<file path="src/rtl/freq_generator.sv">
// Programmable square-wave and measurement-gate source for the frequency counter.
// Publishes the number of signal_out rising edges seen inside each gate window.
module freq_generator #(
  parameter int unsigned GATE_CYCLES         = 50_000_000,
  parameter int unsigned GAP_CYCLES          = 1_000,
  parameter int unsigned DEFAULT_HALF_PERIOD = 25_000
) (
  input  logic        clk,
  input  logic        reset,
  input  logic [29:0] half_period,
  input  logic        load,
  input  logic        enable,
  output logic        signal_out,
  output logic        gate_out,
  output logic [29:0] expected_count,
  output logic        count_valid
);

  localparam int unsigned CW = 30;
  localparam logic [CW-1:0] CNT_MAX   = '1;
  localparam logic [CW-1:0] GATE_LAST = CW'(GATE_CYCLES - 1);
  localparam logic [CW-1:0] GAP_LAST  = CW'(GAP_CYCLES - 1);
  localparam logic [CW-1:0] HP_RESET  = CW'(DEFAULT_HALF_PERIOD);

  localparam logic [1:0] ST_IDLE      = 2'd0;
  localparam logic [1:0] ST_GATE_HIGH = 2'd1;
  localparam logic [1:0] ST_GATE_LOW  = 2'd2;

  logic [1:0]    state_q, state_d;
  logic [CW-1:0] gcnt_q, gcnt_d;
  logic [CW-1:0] hp_active_q, hp_active_d;
  logic [CW-1:0] pend_hp_q, pend_hp_d;
  logic          pending_q, pending_d;
  logic [CW-1:0] div_cnt_q, div_cnt_d;
  logic          signal_q, signal_d;
  logic          gate_q, gate_d;
  logic [CW-1:0] edge_cnt_q, edge_cnt_d;
  logic [CW-1:0] exp_cnt_q, exp_cnt_d;
  logic          valid_q, valid_d;

  logic          clear_cnt;
  logic          close_win;
  logic          rise;
  logic [CW-1:0] edge_base;

  // Divider: a pending half-period only takes effect on a toggle, so no runt half-cycle.
  always_comb begin
    hp_active_d = hp_active_q;
    pend_hp_d   = pend_hp_q;
    pending_d   = pending_q;
    div_cnt_d   = div_cnt_q;
    signal_d    = signal_q;
    if (hp_active_q == '0) begin
      signal_d  = 1'b0;
      div_cnt_d = '0;
      if (pending_q) begin
        hp_active_d = pend_hp_q;
        pending_d   = 1'b0;
      end
    end else if (div_cnt_q == hp_active_q - CW'(1)) begin
      signal_d  = ~signal_q;
      div_cnt_d = '0;
      if (pending_q) begin
        hp_active_d = pend_hp_q;
        pending_d   = 1'b0;
      end
    end else begin
      div_cnt_d = div_cnt_q + CW'(1);
    end
    if (load) begin
      pend_hp_d = half_period;
      pending_d = 1'b1;
    end
  end

  // Gate FSM: windows always run to completion once started.
  always_comb begin
    state_d   = state_q;
    gcnt_d    = gcnt_q;
    clear_cnt = 1'b0;
    close_win = 1'b0;
    case (state_q)
      ST_IDLE: begin
        if (enable) begin
          state_d   = ST_GATE_HIGH;
          gcnt_d    = '0;
          clear_cnt = 1'b1;
        end
      end
      ST_GATE_HIGH: begin
        if (gcnt_q == GATE_LAST) begin
          state_d   = ST_GATE_LOW;
          gcnt_d    = '0;
          close_win = 1'b1;
        end else begin
          gcnt_d = gcnt_q + CW'(1);
        end
      end
      ST_GATE_LOW: begin
        if (gcnt_q == GAP_LAST) begin
          gcnt_d = '0;
          if (enable) begin
            state_d   = ST_GATE_HIGH;
            clear_cnt = 1'b1;
          end else begin
            state_d = ST_IDLE;
          end
        end else begin
          gcnt_d = gcnt_q + CW'(1);
        end
      end
      default: state_d = ST_IDLE;
    endcase
    gate_d = (state_d == ST_GATE_HIGH);
  end

  // An edge counts when the gate is high after the same clock, as a downstream counter sees it.
  always_comb begin
    rise       = ~signal_q & signal_d;
    edge_base  = clear_cnt ? '0 : edge_cnt_q;
    edge_cnt_d = edge_base;
    if (rise && gate_d && (edge_base != CNT_MAX)) begin
      edge_cnt_d = edge_base + CW'(1);
    end
    exp_cnt_d = close_win ? edge_cnt_d : exp_cnt_q;
    valid_d   = close_win;
  end

  always_ff @(posedge clk or posedge reset) begin
    if (reset) begin
      state_q     <= ST_IDLE;
      gcnt_q      <= '0;
      hp_active_q <= HP_RESET;
      pend_hp_q   <= '0;
      pending_q   <= 1'b0;
      div_cnt_q   <= '0;
      signal_q    <= 1'b0;
      gate_q      <= 1'b0;
      edge_cnt_q  <= '0;
      exp_cnt_q   <= '0;
      valid_q     <= 1'b0;
    end else begin
      state_q     <= state_d;
      gcnt_q      <= gcnt_d;
      hp_active_q <= hp_active_d;
      pend_hp_q   <= pend_hp_d;
      pending_q   <= pending_d;
      div_cnt_q   <= div_cnt_d;
      signal_q    <= signal_d;
      gate_q      <= gate_d;
      edge_cnt_q  <= edge_cnt_d;
      exp_cnt_q   <= exp_cnt_d;
      valid_q     <= valid_d;
    end
  end

  assign signal_out     = signal_q;
  assign gate_out       = gate_q;
  assign expected_count = exp_cnt_q;
  assign count_valid    = valid_q;

endmodule

</file>
<file path="config.mk">
export PLATFORM = sky130hd
export DESIGN_NAME = freq_generator
export DESIGN_NICKNAME = d
export VERILOG_FILES = /design/src/rtl/freq_generator.sv
export SDC_FILE = /design/constraint.sdc
export NUM_CORES = 1
export LEC_CHECK = 0
export BUFFER_PORTS_ARGS = -buffer_cell sky130_fd_sc_hd__buf_2
export CAP_MARGIN = 15
export CORE_UTILIZATION = 60
export DETAILED_ROUTE_END_ITERATION = 8
export MAX_ROUTING_LAYER = met4
export PLACE_DENSITY_LB_ADDON = 0.3
export SETUP_SLACK_MARGIN = 0.2
export SYNTH_ARGS = -nofsm -noshare
export SYNTH_HDL_FRONTEND = slang
export SYNTH_SLANG_ARGS = --single-unit
</file>
<file path="constraint.sdc">
create_clock -name clk -period 7.3 [get_ports clk]
set_input_delay 0 -clock clk [delete_from_list [all_inputs] [get_ports clk]]
set_output_delay 0 -clock clk [all_outputs]
set_load 0.05 [all_outputs]
</file>
==> Yosys cells after proc, flatten, opt, wreduce, memory -nomap -nowiden <==
Cells that the tools add are included.
{ "word_totals": {"reg_bits": 186, "input_bits": 34} }
{ "classes": {"add_sub_neg": 4, "n_reduce_logical": 8, "eq_ne": 8, "muxes": 26, "n_bitwise": 2} }
{ "ops": {"columns": ["cell", "count"], "rows": [
  ["$mux 30", 10],
  ["$add 30x1->30 const B", 3],
  ["$pmux 30 s3", 1],
  ["$eq 30x10->1 const B", 1],
  ["$eq 30x26->1 const B", 1],
  ["$eq 30x30->1", 1],
  ["$logic_not 30->1", 1],
  ["$ne 30x30->1 const B", 1],
  ["$sub 30x1->30 const B", 1],
  ["$mux 1", 10],
  ["$mux 2", 3],
  ["$pmux 2 s3", 1],
  ["$reduce_bool 3->1", 2],
  ["$eq 2x1->1 const B", 2],
  ["$eq 2x2->1 const B", 1],
  ["$logic_and 1x1->1", 2],
  ["$logic_not 2->1", 1],
  ["$ne 2x2->1 const B", 1],
  ["$pmux 1 s2", 1],
  ["$reduce_and 2->1", 1],
  ["$reduce_bool 2->1", 1],
  ["$and 1x1->1", 1],
  ["$not 1->1", 1]
]} }

==> Logic depth before layout (Yosys ltp) <==
{ "depth": {"depth_word": 8, "ltp_mapped": 21, "depth_no_buf": 19} }

==> Worst setup path after synthesis <==
Ideal clock, no wire load.
{ "synth_path": {"path_type": "reg2reg", "from": "register gcnt_q[0]", "to": "register exp_cnt_q[25] (netlist: expected_count[25])", "setup_time_ns": 0.132, "path_slack_ns": 3.245, "t_arrival_ns": 3.923, "required_ns": 7.168, "path_buffers": 2, "stages_incl_launch_ff": 22, "path_cell_list": "dfrtp_1 -> ha_1 -> and2_1 -> nand4_1 -> nor4_1 -> nand3_1 -> and2_1 -> nand2_1 -> inv_1 -> ha_1 -> nand3_1 -> or2_2 -> or2_2 -> clkbuf_1 -> nor4_1 -> nand2_1 -> and3_1 -> nand3_4 -> buf_6 -> nor4_4 -> xnor2_1 -> o21ai_1"} }
{ "synth_via": {"elab_chain_cells": 7} }
{ "synth_rtl": {"columns": ["element", "line_no", "text"], "rows": [
  ["start: declaration", "30", "logic [CW-1:0] gcnt_q, gcnt_d;"],
  ["start signal: assignment", "144", "gcnt_q <= gcnt_d;"],
  ["branches (longest 7 deep; another with $add 30x1->30)", null, null],
  ["end signal: assignment", "152", "exp_cnt_q <= exp_cnt_d;"],
  ["end: declaration", "38", "logic [CW-1:0] exp_cnt_q, exp_cnt_d;"]
]} }
Parallel ways; which one is timed is not known.
A chain may end at the register's enable or synchronous reset.

==> Worst setup path in the final report <==
{ "layout_path": {"from": "register hp_active_q[0]", "to": "register hp_active_q[20]"} }
{ "layout_via": {"elab_chain_cells": 3} }
{ "layout_rtl": {"columns": ["element", "line_no", "text"], "rows": [
  ["start: declaration", "31", "logic [CW-1:0] hp_active_q, hp_active_d;"],
  ["start signal: assignment", "145", "hp_active_q <= hp_active_d;"],
  ["$sub 30x1->30", "60", "end else if (div_cnt_q == hp_active_q - CW'(1)) begin"],
  ["$eq 30x30->1", "60", null],
  ["$reduce_bool 2->1 (no line)", null, null]
]} }
Several ways; a longest one is shown, not always the timed one.

==> reports/qor.yml <==
grt:
  grt_pass1_wl_um: 33500
  pin_count_of_the_biggest_net_entering_global_routing: 115
  antenna_found_initial: 0
  globalRouteTotalUtil: 0.265
  grt_pass1_vias: 6906
  grt_overflow_total: 0
finish:
  flow.area_growth_from_synthesis_pct: 14.5
  num-fill-cells: 1169
  post-route-util: 0.714
  final-seq-area_um2: 4660
  multi_input_gate_area_um2: 4710
  final_layout_size_suffix_gt1_frac: 0.196
  diodes: 0
  nNetsFinal: 1066
  layout.cell_area.non_filler_um2: 11000
  final_cell_mix: "sky130_fd_sc_hd__dfrtp_1 (180), sky130_fd_sc_hd__nor2_1 (119), sky130_fd_sc_hd__nand2_1 (91)"
  most_common_cell_after_layout_fill_and_taps_aside: "sky130_fd_sc_hd__dfrtp_1"
placement:
  preCtsSetupSlack_ps: 2540
  dpl-instance-area_um2: 10100
  gp_routability_congestion: 0.909
  placement.io_buffers: 66
  dp_hpwl_um: 13600
route:
  viasPerCell: 5.76
  remaining_antenna_violation_count: 0
  initialDrtViolationCount: 577
  routed_wire_length_per_instance_um: 16.1
  drt_drc_violations_left: 0
  dr.pass1.iters: 6
  drt-total-wl_um: 20100
  detailed_route_via_count: 7182
yosys:
  ys_async_sr_fraction: 1.00
  ys.warnings.count: 0
  ys_seq_area_frac: 0.485
  synth.cell_area_um2: 9620
  post_synth_inst_count: 937
  synth_fp_nets: 980
  synth.distinct_cells: 66
  postSynth.topFlopCell: "sky130_fd_sc_hd__dfrtp_1"
  synth_seq_cells: 186
  synth_enable_flop_cells: 0
  syn_area_per_cell_um2: 10.3
sta:
  fin_crit_ps: 4820
  fmaxAchievable_mhz: 208
  final.period_utilization: 0.660
  clock_skew_ps: 9.23
  hold_viol_final: 0
  grt_setup_unrepaired: "false"
  timing_worst_slew_pin_value_ps: 1020
  finalSetupViolations: 0
  final-max-slew-violation-count: 0
  timing.setup.tns_ps: 0
  final.setup.worst_slack_ps: 2480
  timing.max_slew.rel_slack: 0.319
cts:
  cts_inserted_buffers: 17
  h-tree-depth: 4
  tritoncts: "done"
  clockBufferDepth: 2
  ctsRootBufferMaster: "sky130_fd_sc_hd__clkbuf_16"
  post_cts_resize_count: 0
  clk_pin_slew_worst_paths_ps: 70
  post-cts-setup-buffers: 0
  cts.sink_count: 186
  insertion_delay_to_the_later_sink_of_the_worst_skew_pair_ps: 430
floorplan:
  floorplan.initialDensity: 0.624
  placement_rows: 45
  io_pins: 67
  fp.dieW_um: 129
  core_area_um2: 15400
  die_height_um: 129
  fp.dieArea_um2: 16500
worst_setup_path:
  critical_path.reg2reg.endpoint: "hp_active_q[20]$_DFFE_PP0P_"
  cp_max_fo: 32
  critical-path-max-stage-delay_ps: 780
  path_class: "reg -> reg"
  critical_path_launch_point_type: "flop"
  worst-r2r-setup-slack_ps: 2480
  endpoint_kind: "flop"
  r2r.worst_path.cells: 14
  crit_chain: "inv_1, ha_1, nor4b_1, nand3_1, a2111oi_0, o21ai_0, a2111oi_4, and3_1, nand3_2, nand2b_1, buf_4, nand2_1, buf_4, mux2_1"
  cp.arrival_ps: 5130
  critical_path.most_common_cell: "sky130_fd_sc_hd__buf_4"
  regToRegStartpoint: "hp_active_q[0]$_DFFE_PP0P_"
  timing.critical_path.slowest_stage_cell: "sky130_fd_sc_hd__nor4b_1"
  critPathRequiredTime_ps: 7610
min_path:
  hp-start: "enable"
  min_path_cells: 5
  worstHoldEndpoint: "state_q[0]$_DFF_PP0_"
  holdCritPathClass: "in -> reg"
power_and_ir_drop:
  leakagePower_uw: 0.00479
  power_per_cell_area_nw_per_um2: 216
  ir_worst_vdd_mv: 0.299
  overall_power_of_the_completed_layout_uw: 2380
job:
  max_capacitance_violation_count: 0
status:
  status: "completed"
cells in the mapped netlist (3+ instances only):
cell type,count,area share
sky130_fd_sc_hd__dfrtp_1,180,0.47
sky130_fd_sc_hd__nor2_1,119,0.046
sky130_fd_sc_hd__nand2_1,91,0.036
sky130_fd_sc_hd__xnor2_1,60,0.055
sky130_fd_sc_hd__xor2_1,59,0.054
sky130_fd_sc_hd__mux2_2,56,0.066
sky130_fd_sc_hd__nand3_1,39,0.020
sky130_fd_sc_hd__nand4_1,30,0.020
sky130_fd_sc_hd__o21ai_0,27,0.014
sky130_fd_sc_hd__nor3_1,24,0.012
sky130_fd_sc_hd__inv_1,22,0.0086
sky130_fd_sc_hd__clkbuf_1,20,0.0078
sky130_fd_sc_hd__o21ai_1,19,0.0099
sky130_fd_sc_hd__and3_1,16,0.010
sky130_fd_sc_hd__nor4_1,15,0.0098
sky130_fd_sc_hd__or3_1,11,0.0072
sky130_fd_sc_hd__ha_1,9,0.012
sky130_fd_sc_hd__a21oi_1,8,0.0042
sky130_fd_sc_hd__nor4_4,8,0.018
sky130_fd_sc_hd__and2_1,7,0.0046
sky130_fd_sc_hd__nor3_2,7,0.0073
sky130_fd_sc_hd__buf_1,6,0.0023
sky130_fd_sc_hd__dfstp_2,6,0.016
sky130_fd_sc_hd__mux2_1,6,0.0070
sky130_fd_sc_hd__nor4_2,6,0.0078
sky130_fd_sc_hd__nor4b_1,6,0.0055
sky130_fd_sc_hd__or2_2,6,0.0039
sky130_fd_sc_hd__and4_1,5,0.0046
sky130_fd_sc_hd__buf_2,5,0.0026
sky130_fd_sc_hd__nand2b_1,5,0.0033
sky130_fd_sc_hd__or4_1,5,0.0039
sky130_fd_sc_hd__a211oi_1,4,0.0031
sky130_fd_sc_hd__a21o_1,4,0.0031
sky130_fd_sc_hd__nor2b_1,4,0.0026
sky130_fd_sc_hd__buf_6,3,0.0035
sky130_fd_sc_hd__or4b_1,3,0.0031
layer usage:
metal  track usage  vias up  share of wire
li1              -     3425              -
met2         0.426      166           0.49
met1         0.348     3570           0.46
met3        0.0541       21          0.039
met4        0.0581        0          0.012
met5             -        -              0
metrics by stage:
stage,std cells,hold WS (ps)
4_1_cts,1245,35.4
3_3_place_gp,1182,231
3_5_place_dp,1182,235
6_report,1247,55.4
2_1_floorplan,937,152
5_1_grt,1247,89.9
state kept, by name (all words and copies together), names as in the netlist:
signal and cells:
expected_count 30, count_valid 1, edge_cnt_q 30, signal_out 1
hp_active_q 30, gate_out 1, pend_hp_q 30, gcnt_q 30
div_cnt_q 30, pending_q 1, state_q 2
area by class of cell:
class                   count  area share
clock buffers              17      0.0386
clock inverters            15      0.0142
inverters                  22     0.00795
multi-input cells         694       0.428
flip-flops and latches    186       0.423
well taps                 211      0.0240
repair buffers            102      0.0641
power breakdown:
part	internal [uW]	total (uW)	switching (uW)	leakage [uW]
Combinational	127	325	197	0.00219
Sequential	1080	1140	56.9	0.00232
Clock	485	913	428	0.000289
worst max path at each step:
stage,startpoint,end,slack [ps],depth (start not counted)
after floorplan,reset,count_valid$_DFF_PP0_,2250,1
after global placement,hp_active_q[0]$_DFFE_PP0P_,hp_active_q[28]$_DFFE_PP0P_,2640,14
after detailed placement,hp_active_q[0]$_DFFE_PP0P_,hp_active_q[20]$_DFFE_PP0P_,2540,14
after CTS,hp_active_q[0]$_DFFE_PP0P_,hp_active_q[20]$_DFFE_PP0P_,2470,14
after global routing,hp_active_q[0]$_DFFE_PP0P_,hp_active_q[20]$_DFFE_PP0P_,2070,14
final,hp_active_q[0]$_DFFE_PP0P_,hp_active_q[20]$_DFFE_PP0P_,2480,14
cell families (layout without fill, tap and decap cells):
| kind of cell | count (synthesis) | count (layout) | synth area share |
|---|---|---|---|
| and+or+nand+nor | 418 | 418 | 0.237 |
| xor gates and xnor gates | 119 | 119 | 0.108 |
| DFF | 186 | 186 | 0.485 |
| AOI/OAI and AO/OA | 84 | 84 | 0.0581 |
| adders and majority gates | 9 | 9 | 0.0117 |
| muxes | 64 | 64 | 0.0747 |
| buffers and inverters | 57 | 156 | 0.0254 |
critical path, delay by kind of cell, from the launching register on:
kind            cells  cell delay, ps
buf+inv             3             760
simple gates        6            1790
flops               1             430
mux                 1             340
fa+ha+maj           1             210
compound gates      3            1130
repair_timing:
| action | in CTS | in global routing |
|---|---|---|
| hold buffers | 31 | 0 |
| hold endpoints to repair | 137 | 0 |
| setup endpoints to repair | 0 | 0 |
No activity file was read; power rests on OpenSTA's default activity.
